File: config.mk
export PLATFORM = sky130hd
export DESIGN_NAME = fft_bin_streamer
export DESIGN_NICKNAME = d
export VERILOG_FILES = /design/src/rtl/fft_bin_streamer_pkg.sv /design/src/rtl/fft_frame_regfile.sv /design/src/rtl/fft_bin_streamer.sv
export SDC_FILE = /design/constraint.sdc
export NUM_CORES = 1
export LEC_CHECK = 0
export ABC_AREA = 1
export CAP_MARGIN = 20
export CORE_ASPECT_RATIO = 0.8
export CORE_UTILIZATION = 35
export DETAILED_ROUTE_END_ITERATION = 10
export GPL_TIMING_DRIVEN = 0
export SKIP_LAST_GASP = 1
export SLEW_MARGIN = 15
export SYNTH_ARGS = -nofsm -noshare
export SYNTH_HDL_FRONTEND = slang
export SYNTH_SLANG_ARGS = --single-unit
File: constraint.sdc
create_clock -name clk -period 37 [get_ports clk]
set_input_delay 7.4 -clock clk [delete_from_list [all_inputs] [get_ports clk]]
set_output_delay 7.4 -clock clk [all_outputs]
set_load 0.01 [all_outputs]
File: src/rtl/fft_bin_streamer_pkg.sv
// Shared FFT definitions: frame geometry, streamer state encoding and the
// bit-reversal index mapping used by the core and its consumers.
package fft_bin_streamer_pkg;

    localparam int N_POINTS = 16;
    localparam int IDX_W    = 4;

    typedef enum logic {
        IDLE   = 1'b0,
        STREAM = 1'b1
    } state_t;

    function automatic logic [IDX_W-1:0] bitrev4(input logic [IDX_W-1:0] k);
        return {k[0], k[1], k[2], k[3]};
    endfunction

endpackage

File: src/rtl/fft_frame_regfile.sv
// Capture registers for one complex FFT frame plus the combinational bin read mux.
// Capture takes effect on the edge where cap_en is high; reads are same-cycle.
module fft_frame_regfile
    import fft_bin_streamer_pkg::*;
#(
    parameter int WIDTH = 16
) (
    input  logic                        clk,
    input  logic                        cap_en,
    input  logic [WIDTH*N_POINTS-1:0]   cap_real,
    input  logic [WIDTH*N_POINTS-1:0]   cap_imag,
    input  logic [IDX_W-1:0]            rd_idx,
    output logic [WIDTH-1:0]            rd_real,
    output logic [WIDTH-1:0]            rd_imag
);

    logic [N_POINTS-1:0][WIDTH-1:0] frame_real;
    logic [N_POINTS-1:0][WIDTH-1:0] frame_imag;

    // Data-only storage: contents are never observed before a capture.
    always_ff @(posedge clk) begin
        if (cap_en) begin
            frame_real <= cap_real;
            frame_imag <= cap_imag;
        end
    end

    assign rd_real = frame_real[rd_idx];
    assign rd_imag = frame_imag[rd_idx];

endmodule

File: src/rtl/fft_bin_streamer.sv
// Captures a 16-bin FFT result frame on fft_done and streams one bin per transfer.
// Latency: first bin valid 1 cycle after fft_done; 1 bin/cycle with out_ready high.
// Backpressure: outputs hold while out_ready=0; a done arriving mid-frame is dropped.
module fft_bin_streamer
    import fft_bin_streamer_pkg::*;
#(
    parameter int WIDTH   = 16,
    parameter int N       = 16,
    parameter bit BIT_REV = 1'b0
) (
    input  logic                    clk,
    input  logic                    rst_n,
    input  logic                    fft_done,
    input  logic [WIDTH*N-1:0]      fft_data_real,
    input  logic [WIDTH*N-1:0]      fft_data_imag,
    output logic                    out_valid,
    input  logic                    out_ready,
    output logic [WIDTH-1:0]        out_real,
    output logic [WIDTH-1:0]        out_imag,
    output logic [IDX_W-1:0]        out_index,
    output logic                    out_last,
    output logic                    busy,
    output logic                    overrun
);

    localparam logic [IDX_W-1:0] LAST_IDX = IDX_W'(N - 1);

    state_t             state_q;
    state_t             state_d;
    logic [IDX_W-1:0]   count_q;
    logic               overrun_q;
    logic               capture;
    logic               drop;
    logic               xfer;
    logic               last_xfer;
    logic [IDX_W-1:0]   rd_idx;
    logic [WIDTH-1:0]   rd_real;
    logic [WIDTH-1:0]   rd_imag;

    assign xfer      = out_valid & out_ready;
    assign last_xfer = xfer & out_last;

    always_ff @(posedge clk or negedge rst_n) begin
        if (!rst_n) begin
            state_q   <= IDLE;
            count_q   <= '0;
            overrun_q <= 1'b0;
        end else begin
            state_q   <= state_d;
            overrun_q <= drop;
            if (capture) begin
                count_q <= '0;
            end else if (xfer) begin
                count_q <= count_q + 1'b1;
            end
        end
    end

    // A done coinciding with the final transfer chains straight into the next frame.
    always_comb begin
        state_d = state_q;
        case (state_q)
            IDLE:    if (fft_done) state_d = STREAM;
            STREAM:  if (last_xfer && !fft_done) state_d = IDLE;
            default: state_d = IDLE;
        endcase
    end

    always_comb begin
        capture = 1'b0;
        drop    = 1'b0;
        case (state_q)
            IDLE: begin
                capture = fft_done;
            end
            STREAM: begin
                capture = fft_done & last_xfer;
                drop    = fft_done & ~last_xfer;
            end
            default: begin
                capture = 1'b0;
            end
        endcase
    end

    assign rd_idx = BIT_REV ? bitrev4(count_q) : count_q;

    fft_frame_regfile #(
        .WIDTH      (WIDTH)
    ) u_regfile (
        .clk        (clk),
        .cap_en     (capture),
        .cap_real   (fft_data_real),
        .cap_imag   (fft_data_imag),
        .rd_idx     (rd_idx),
        .rd_real    (rd_real),
        .rd_imag    (rd_imag)
    );

    // Idle outputs are forced to zero so reset and idle present the same quiet bus.
    assign out_valid = (state_q == STREAM);
    assign busy      = (state_q == STREAM);
    assign out_index = out_valid ? rd_idx  : '0;
    assign out_real  = out_valid ? rd_real : '0;
    assign out_imag  = out_valid ? rd_imag : '0;
    assign out_last  = out_valid && (count_q == LAST_IDX);
    assign overrun   = overrun_q;

endmodule
==> metrics, run 1 <==
# setup viols final 0; layout cell share with drive strength beyond 1 0.06664; synthesized area 21930 sq um; Int Pwr 1.236 mW; first-pass GRT wire length 111.0 mm; Yosys reg bits 518; initial core utilization 0.3564; f_max 91.46 MHz; Hold Path Stages 3; Max-cap violations 0; Clock Path Buffers 3; global route total overflow 0; Critical-path top delay cell clkdlybuf4s50_1; Core Util, Final 0.4948; Design Area, Final 30440 sq um; FF-to-FF Start busy; final wirelength 79.52 mm; Crit path top cell by count nand3_1; PostCTS Resize Cnt 0; initial antenna violation count 14; IO buf count 555; post-route ant nets 0; gate count of the mapped netlist 2041; worst-margin pin slew 1.009 ns; Syn-to-layout area delta 38.83%; Hold Fails Final Rpt 0; Cells after DPL 3431; RePlAce Congestion 0.8909; Slew Limit Fails 0; Hold Crit Class reg2reg; hold path start count_q[1]; Yosys cell types 22; setup slack, reg-to-reg 33.12 ns; Power Dens Cells 65.16 nW/um^2; Clock Skew 0.01708 ns; status finished, final reports clean; total power 1.983 mW; H-tree depth 2; vias per cell 4.737; synth top area cells edfxtp_1 70%, nand2_1 13%, nand3_1 7.3%; I/O pin count 556; maximum vdd drop 0.00003476 V; RSZ-0062 raised after global routing no; Post-Layout Cell Count 3542; via count 16777; Slew HR 0.3271; overall routing resource usage 0.2458; kind of capture point of the worst setup path output port; Req. time, crit path 29.60 ns; DRT iter0 DRCs 1548; Syn Area/Cell 10.74 sq um; Post-Place Cell Area 28670 sq um; Reg2Reg Depth 10; Num CTS Buffers 54; Leak 12.29 nW; clock tree sinks 518; pin count of the biggest net entering global routing 107; Crit path largest cell delay 0.64 ns; Clock Power Share 0.272; root buffer cell clkbuf_16; Die Wd 281.8 um; Seq pwr share 0.345; setup ws final 26.07 ns; Rows 81; postcts setup bufs 0; wire per inst 22.45 um; Syn Nets 2558; Layout Nets 3174; Hold Slack 0.6363 ns; vias in the first global route 16744; post-detail-place hpwl 60.94 mm; post-synth top area cell edfxtp_1; Comb power frac 0.382; Switching Fraction 0.3769; DP Worst Slack 26.38 ns; WS Path Type reg2out; Die Area 63660 sq um; CTS Hold Bufs 0; 1st-pass router iterations 6; Worst Hold Path EP count_q[1]; CTS tree yes; core box area 61520 sq um; maximum fanout along the worst path 10; post-layout min period 10.93 ns; Worst Path Arrival 3.53 ns; crit-path cells buf_2 -> inv_1 -> buf_4 -> buf_2 -> nand3_1 -> nand3_1 -> nand3_1 -> a21oi_1 -> clkdlybuf4s50_1; r2r endpoint u_regfile.frame_imag[169]; Ys Warns 0; Total Neg Setup Slack 0 ns; DRC viols 0; Tcrit/Tclk final 0.2955; top-area cell type share of the netlist area 0.7012; CTS clock-pin slew for the worst setup and hold paths 0.06 ns; CP Launch Type flip-flop; clk_lat worst skew 0.61 ns; Seq/Total Area, Yosys 0.7080; Sw Pwr 0.7475 mW; Die Y 225.9 um
[power by group through the flow]
stage | clock network (mW) | logic (mW) | registers, mW
after floorplan | 0 | 0.358 | 0.712
after global placement | 0 | 0.753 | 0.720
after detailed placement | 0 | 0.759 | 0.697
after CTS | 0.551 | 0.762 | 0.685
after global routing | 0.572 | 0.816 | 0.686
final | 0.540 | 0.759 | 0.685
[sequential cells by signal, summed over array words and instances, names as in the netlist]
name                  cells
u_regfile.frame_imag    256
u_regfile.frame_real    256
count_q                   4
busy                      1
overrun                   1
[placed cells by master, fill, tap and decap left out, types with 2 or more instances in the layout]
master and instances:
dfrtp_1 6, clkinvlp_4 6, clkinv_2 12, bufinv_16 4, diode_2 11, buf_6 13
nor2_1 3, clkbuf_16 55, nand3_1 322, buf_1 11, inv_1 263, nand2_1 779
clkinv_4 3, clkinv_8 2, edfxtp_1 512, buf_16 5, clkbuf_1 16, buf_4 7
buf_2 65, o21ai_0 3, clkinv_1 14, a21oi_1 33, clkdlybuf4s50_1 555, inv_8 3
[worst max path at each step]
stage / start / end / slack [ns] / cells after the start
floorplan: out_ready / u_regfile.frame_imag[0] / 18.62 / 4
global placement: out_ready / u_regfile.frame_imag[137] / 14.07 / 5
detailed placement: out_ready / u_regfile.frame_imag[137] / 26.38 / 8
CTS: count_q[1] / out_real[0] / 26.04 / 9
global route: count_q[1] / out_real[0] / 26.00 / 9
finish: count_q[1] / out_real[0] / 26.07 / 9
[cells in the mapped netlist]
master      n
inv_1     264
buf_4       7
clkbuf_1   14
clkbuf_2    1
clkinv_1    1
a21oi_1    33
dfrtp_1     6
buf_2      65
inv_4       1
buf_8       1
buf_1      11
buf_6      13
nand3_1   322
inv_2       1
nor2_1      3
ha_1        1
edfxtp_1  512
xor2_1      1
o21ai_1     1
o21ai_0     3
nand4_1     1
nand2_1   779
[worst max-delay path: cells and delay by family, from the launching register on]
| family | cells | cell delay [ns] |
|---|---|---|
| flip-flops | 1 | 0.38 |
| AND/OR/NAND/NOR | 3 | 0.71 |
| buffers and inverters | 5 | 1.59 |
| AO/OA/AOI/OAI | 1 | 0.22 |
[logic make-up (layout without fill, tap and decap cells)]
family / after synthesis / count (layout) / share of synthesized area
xor+xnor: 1 / 1 / 0.0003995
compound gates: 37 / 37 / 0.008445
fa+ha+maj: 1 / 1 / 0.0005705
flops: 518 / 518 / 0.7080
buf+inv: 379 / 1039 / 0.07492
other cells: 0 / 11 / 0
simple gates: 1105 / 1105 / 0.2076
[layout make-up]
type | instances | area, sq um
fillers | 5580 | 31080
flip-flops and latches | 518 | 15520
repair buffers | 560 | 5693
multi-input cells | 1144 | 4760
clock buffers | 57 | 1384
well taps | 830 | 1039
inverters | 267 | 1012
plain buffers | 112 | 638.1
clock inverters | 43 | 364.1
diodes | 11 | 27.53
[routing by layer]
layer,track usage,part of all wire,vias up
li1,-,-,7950
met1,0.3311,0.42,7999
met2,0.3976,0.47,715
met3,0.05804,0.092,103
met4,0.06329,0.022,10
met5,0,0.00099,-
No activity file was read; power rests on OpenSTA's default activity.
==> run 2: changes to the inputs <==
==> constraint.sdc (replaced) <==
create_clock -name clk -period 10.9 [get_ports clk]
set_input_delay 2.18 -clock clk [delete_from_list [all_inputs] [get_ports clk]]
set_output_delay 2.18 -clock clk [all_outputs]
set_load 0.01 [all_outputs]
==> run 2 against run 1 <==
- sequential power grew to 3.4 times the previous value
- flip-flop and latch count stayed put
- via count is 0.68% higher
- wire length is 1.0% higher
- highest routed layer unchanged
- critical path depth is 2 lower
- final area is 1.1% higher
- power grew to 3.5 times the previous value
==> metrics, run 2 (same netlist as run 1, synthesis figures left out) <==
status finished, final reports clean; # setup viols final 0; IO buf count 555; Slew Limit Fails 0; Rows 81; overall routing resource usage 0.2484; Leak 12.42 nW; Max-cap violations 0; Die Y 225.9 um; commonest cells after routing, fill and taps aside 779 x nand2_1, 555 x clkdlybuf4s50_1, 512 x edfxtp_1; Hold Crit Class reg2reg; clk_lat worst skew 0.61 ns; Hold Fails Final Rpt 0; Slew HR 0.2813; DRT iter0 DRCs 1317; Sequential Area 15520 sq um; Clock Path Buffers 3; DP Worst Slack 5.809 ns; RePlAce Congestion 0.8917; Core Util, Final 0.5004; Power Dens Cells 224.7 nW/um^2; vias in the first global route 16884; layout cell share with drive strength beyond 1 0.07272; H-tree depth 2; f_max 176.4 MHz; post-detail-place hpwl 61.81 mm; via count 16891; initial antenna violation count 22; 1st-pass router iterations 6; Critical Path Source count_q[2]; pin count of the biggest net entering global routing 42; hold path start count_q[1]; CTS clock-pin slew for the worst setup and hold paths 0.07 ns; area of the multi-input gates 4760 sq um; Syn-to-layout area delta 40.38%; Die Area 63660 sq um; kind of capture point of the worst setup path output port; commonest non-fill, non-tap cell in the layout nand2_1; PostCTS Resize Cnt 0; setup ws final 5.230 ns; maximum vdd drop 0.0001331 V; root buffer cell clkbuf_16; post-route ant nets 0; vias per cell 4.759; core box area 61520 sq um; Tcrit/Tclk final 0.5202; first-pass GRT wire length 111.1 mm; Clock Skew 0.02764 ns; Worst Path Arrival 3.49 ns; CTS tree yes; postcts setup bufs 0; Num CTS Buffers 54; initial core utilization 0.3564; Layout Nets 3184; clock tree sinks 518; global route total overflow 0; maximum fanout along the worst path 10; Req. time, crit path 8.72 ns; CTS Hold Bufs 0; setup slack, reg-to-reg 7.39 ns; WS Path Type reg2out; CP Launch Type flip-flop; DRC viols 0; I/O pin count 556; Fill cells 5547; Die Wd 281.8 um; wire per inst 22.63 um; final wirelength 80.32 mm; Regs by FF count u_regfile.frame_imag (256), u_regfile.frame_real (256), count_q (4); worst-margin pin slew 1.078 ns; post-layout min period 5.670 ns; RSZ-0062 raised after global routing no; FF-to-FF Start busy
run 2: layer usage:
metal	vias up	GRT usage	part of all wire
li1	7969	-	-
met1	7982	0.3210	0.41
met2	786	0.3976	0.46
met3	144	0.07159	0.099
met4	10	0.08573	0.033
met5	-	0	0.00085
run 2: stage by stage:
step / total power, mW / instance area (sq um) / std cells / hold WS, ns / TNS [ns]
after floorplan: 3.612 / 21930 / 2041 / 0.5833 / 0
after global placement: 4.974 / 28520 / 3426 / 0.5990 / -1716.87
after detailed placement: 4.955 / 28840 / 3441 / 0.6170 / 0
after CTS: 6.960 / 30760 / 3539 / 0.6335 / 0
after global routing: 7.220 / 30770 / 3544 / 0.6939 / 0
final: 6.918 / 30780 / 3549 / 0.6295 / 0
run 2: cell type report:
class                           instances  share of cell area
Antenna cell                           10           0.0008129
Buffer                                112             0.02073
Clock buffer                           58             0.04508
Clock inverter                         40             0.01719
Inverter                              267             0.03276
Multi-Input combinational cell       1144              0.1546
Sequential cell                       518              0.5043
Tap cell                              830             0.03374
Timing Repair Buffer                  570              0.1907
run 2: final timing paths:
| kind | to | cells after the start |
|---|---|---|
| worst max-delay path | out_real[1] | 7 |
| worst min-delay path | count_q[1] | 3 |
| worst max register to register | u_regfile.frame_imag[140] | 11 |
| worst min register to register | count_q[1] | 3 |
| max in group asynchronous | count_q[0] | 1 |
| min in group asynchronous | overrun | 1 |
run 2: power breakdown:
part           total, mW  switching (mW)  internal [mW]
logic               2.60            1.71          0.882
registers           2.32          0.0236           2.30
clock network       2.00           0.830           1.17
total               6.92            2.57           4.35
run 2: worst max-delay path: stages (launching register included):
cell and delay, ns:
dfrtp_1 0.36, buf_2 0.14, inv_2 0.33, buf_1 0.85, nand3_1 0.26, nand3_1 0.20, a21oi_1 0.10, clkdlybuf4s50_1 0.60
==> run 3: changes to the inputs <==
==> constraint.sdc (replaced) <==
create_clock -name clk -period 5.6 [get_ports clk]
set_input_delay 1.12 -clock clk [delete_from_list [all_inputs] [get_ports clk]]
set_output_delay 1.12 -clock clk [all_outputs]
set_load 0.01 [all_outputs]
==> run 3 against run 2 <==
- setup slack got worse by 4.2 ns
- critical path type unchanged
- final area is essentially flat
- critical path depth unchanged
- cell count rose by 0.25%
- largest cell class unchanged
- via count down 0.46%
- non-clock buffer count up 1
- first-iteration DRC count up 21%
- critical endpoint is now out_real[13]
- count of clock-buffer cells in the layout up 2
==> metrics, run 3 (same netlist as run 1, synthesis figures left out) <==
status finished, final reports clean; Layout Nets 3186; maximum vdd drop 0.0002800 V; 1st-pass router iterations 7; Hold Path Stages 3; Slew Limit Fails 0; clock tree sinks 518; Cells after DPL 3442; Crit path largest cell delay 0.80 ns; Fill cells 5615; PostCTS Resize Cnt 0; initial antenna violation count 22; CTS clock-pin slew for the worst setup and hold paths 0.06 ns; f_max 220.1 MHz; initial core utilization 0.3564; DRT iter0 DRCs 1592; CP Buf/Inv Count 4; core box area 61520 sq um; commonest non-fill, non-tap cell in the layout nand2_1; crit-path cells buf_2 -> inv_2 -> buf_1 -> nand3_1 -> nand3_1 -> a21oi_1 -> clkdlybuf4s50_1; IO buf count 555; overall routing resource usage 0.2450; maximum fanout along the worst path 10; Syn-to-layout area delta 40.35%; RePlAce Congestion 0.9029; RSZ-0062 raised after global routing no; first-pass GRT wire length 109.6 mm; Crit path top cell by count nand3_1; global route total overflow 0; Clock Skew 0.008018 ns; Critical-path top delay cell buf_1; Reg2Reg Depth 12; CTS Hold Bufs 0; root buffer cell clkbuf_16; Clock Power Share 0.285; Post-Layout Cell Count 3558; wire per inst 22.25 um; layout cell share with drive strength beyond 1 0.07180; Int Pwr 8.437 mW; Comb power frac 0.376; I/O pin count 556; Power Dens Cells 434.4 nW/um^2; # setup viols final 0; Die Wd 281.8 um; pin count of the biggest net entering global routing 41; CTS tree yes; CP Depth 7; kind of capture point of the worst setup path output port; post-layout min period 4.543 ns; clk_lat worst skew 0.60 ns; commonest cells after routing, fill and taps aside 776 x nand2_1, 555 x clkdlybuf4s50_1, 512 x edfxtp_1; Regs by FF count u_regfile.frame_imag (256), u_regfile.frame_real (256), count_q (4); Hold Crit Class reg2reg; Clock Path Buffers 3; Post-Place Cell Area 28870 sq um; Req. time, crit path 4.48 ns; post-detail-place hpwl 61.74 mm; Die Y 225.9 um; final wirelength 79.15 mm; Max-cap violations 0; Switching Fraction 0.3689; Tcrit/Tclk final 0.8113; via count 16814; Leak 12.44 nW; Slew HR 0.3278; postcts setup bufs 0; post-route ant nets 0; DRC viols 0; CP top delay family buffers and inverters; WS Path Type reg2out; Worst Path Arrival 3.42 ns; Seq pwr share 0.338; Hold Fails Final Rpt 0; Rows 81; worst-margin pin slew 1.008 ns; Die Area 63660 sq um; vias in the first global route 16654; H-tree depth 2; Design Area, Final 30780 sq um; vias per cell 4.726; Num CTS Buffers 55; Sw Pwr 4.931 mW; CP Launch Type flip-flop
-- run 3: cell types whose count changed in the layout (fill, tap and decap cells not counted), sizes merged --
cell      delta
inv          -2
bufinv       -1
clkbuf       +2
clkinvlp     -5
buf          +1
diode        +2
clkinv      +12
-- run 3: layout make-up --
type | count | area (sq um) | share of cell area
plain buffers | 112 | 638.1 | 0.02073
diodes | 12 | 30.03 | 0.0009757
multi-input cells | 1144 | 4772 | 0.1551
flip-flops and latches | 518 | 15520 | 0.5045
well taps | 830 | 1039 | 0.03374
clock buffers | 60 | 1416 | 0.04602
repair buffers | 571 | 5883 | 0.1912
clock inverters | 44 | 464.2 | 0.01508
inverters | 267 | 1008 | 0.03277
-- run 3: metal layers --
metal,share of wire,routed length [um],GRT usage,up-vias
met4,0.026,2092,0.07907,14
met1,0.41,32290,0.3144,7966
li1,-,-,-,7976
met2,0.46,36500,0.3913,736
met5,0.0013,99,0,-
met3,0.10,8166,0.07873,122
-- run 3: power groups by stage --
stage	Clock [mW]	Sequential [mW]	Combinational [mW]
2_1_floorplan	0	4.67	2.37
3_3_place_gp	0	4.71	4.93
3_5_place_dp	0	4.61	4.99
4_1_cts	3.90	4.52	5.02
5_1_grt	4.02	4.53	5.38
6_report	3.81	4.52	5.03
-- run 3: worst paths after layout --
check / slack (ns) / endpoint / from
setup reg to reg: 2.17 / u_regfile.frame_imag[179] / busy
setup / recovery: 1.06 / out_real[13] / count_q[2]
max in group asynchronous: 4.59 / count_q[3] / rst_n
hold / removal: 0.62 / count_q[1] / count_q[1]
hold reg to reg: 0.62 / count_q[1] / count_q[1]
min in group asynchronous: 0.78 / count_q[2] / rst_n
-- run 3: tightest hold or removal path: cells and delay by family (launching register included) --
family	cells	cell delay, ns
flops	1	0.34
fa+ha+maj	1	0.12
simple gates	1	0.06
compound gates	1	0.06
-- run 3: metrics by stage --
stage / utilization / power [mW] / worst slack [ns] / TNS, ns / hold slack (ns)
2_1_floorplan: - / 7.034 / -3.821 / -1958.91 / 0.5833
3_3_place_gp: 0.4639 / 9.641 / -7.529 / -3824.19 / 0.6035
3_5_place_dp: 0.4692 / 9.600 / 1.666 / 0 / 0.6083
4_1_cts: 0.4998 / 13.44 / 1.011 / 0 / 0.6237
5_1_grt: 0.5002 / 13.94 / 0.8961 / 0 / 0.6763
6_report: 0.5003 / 13.37 / 1.057 / 0 / 0.6225
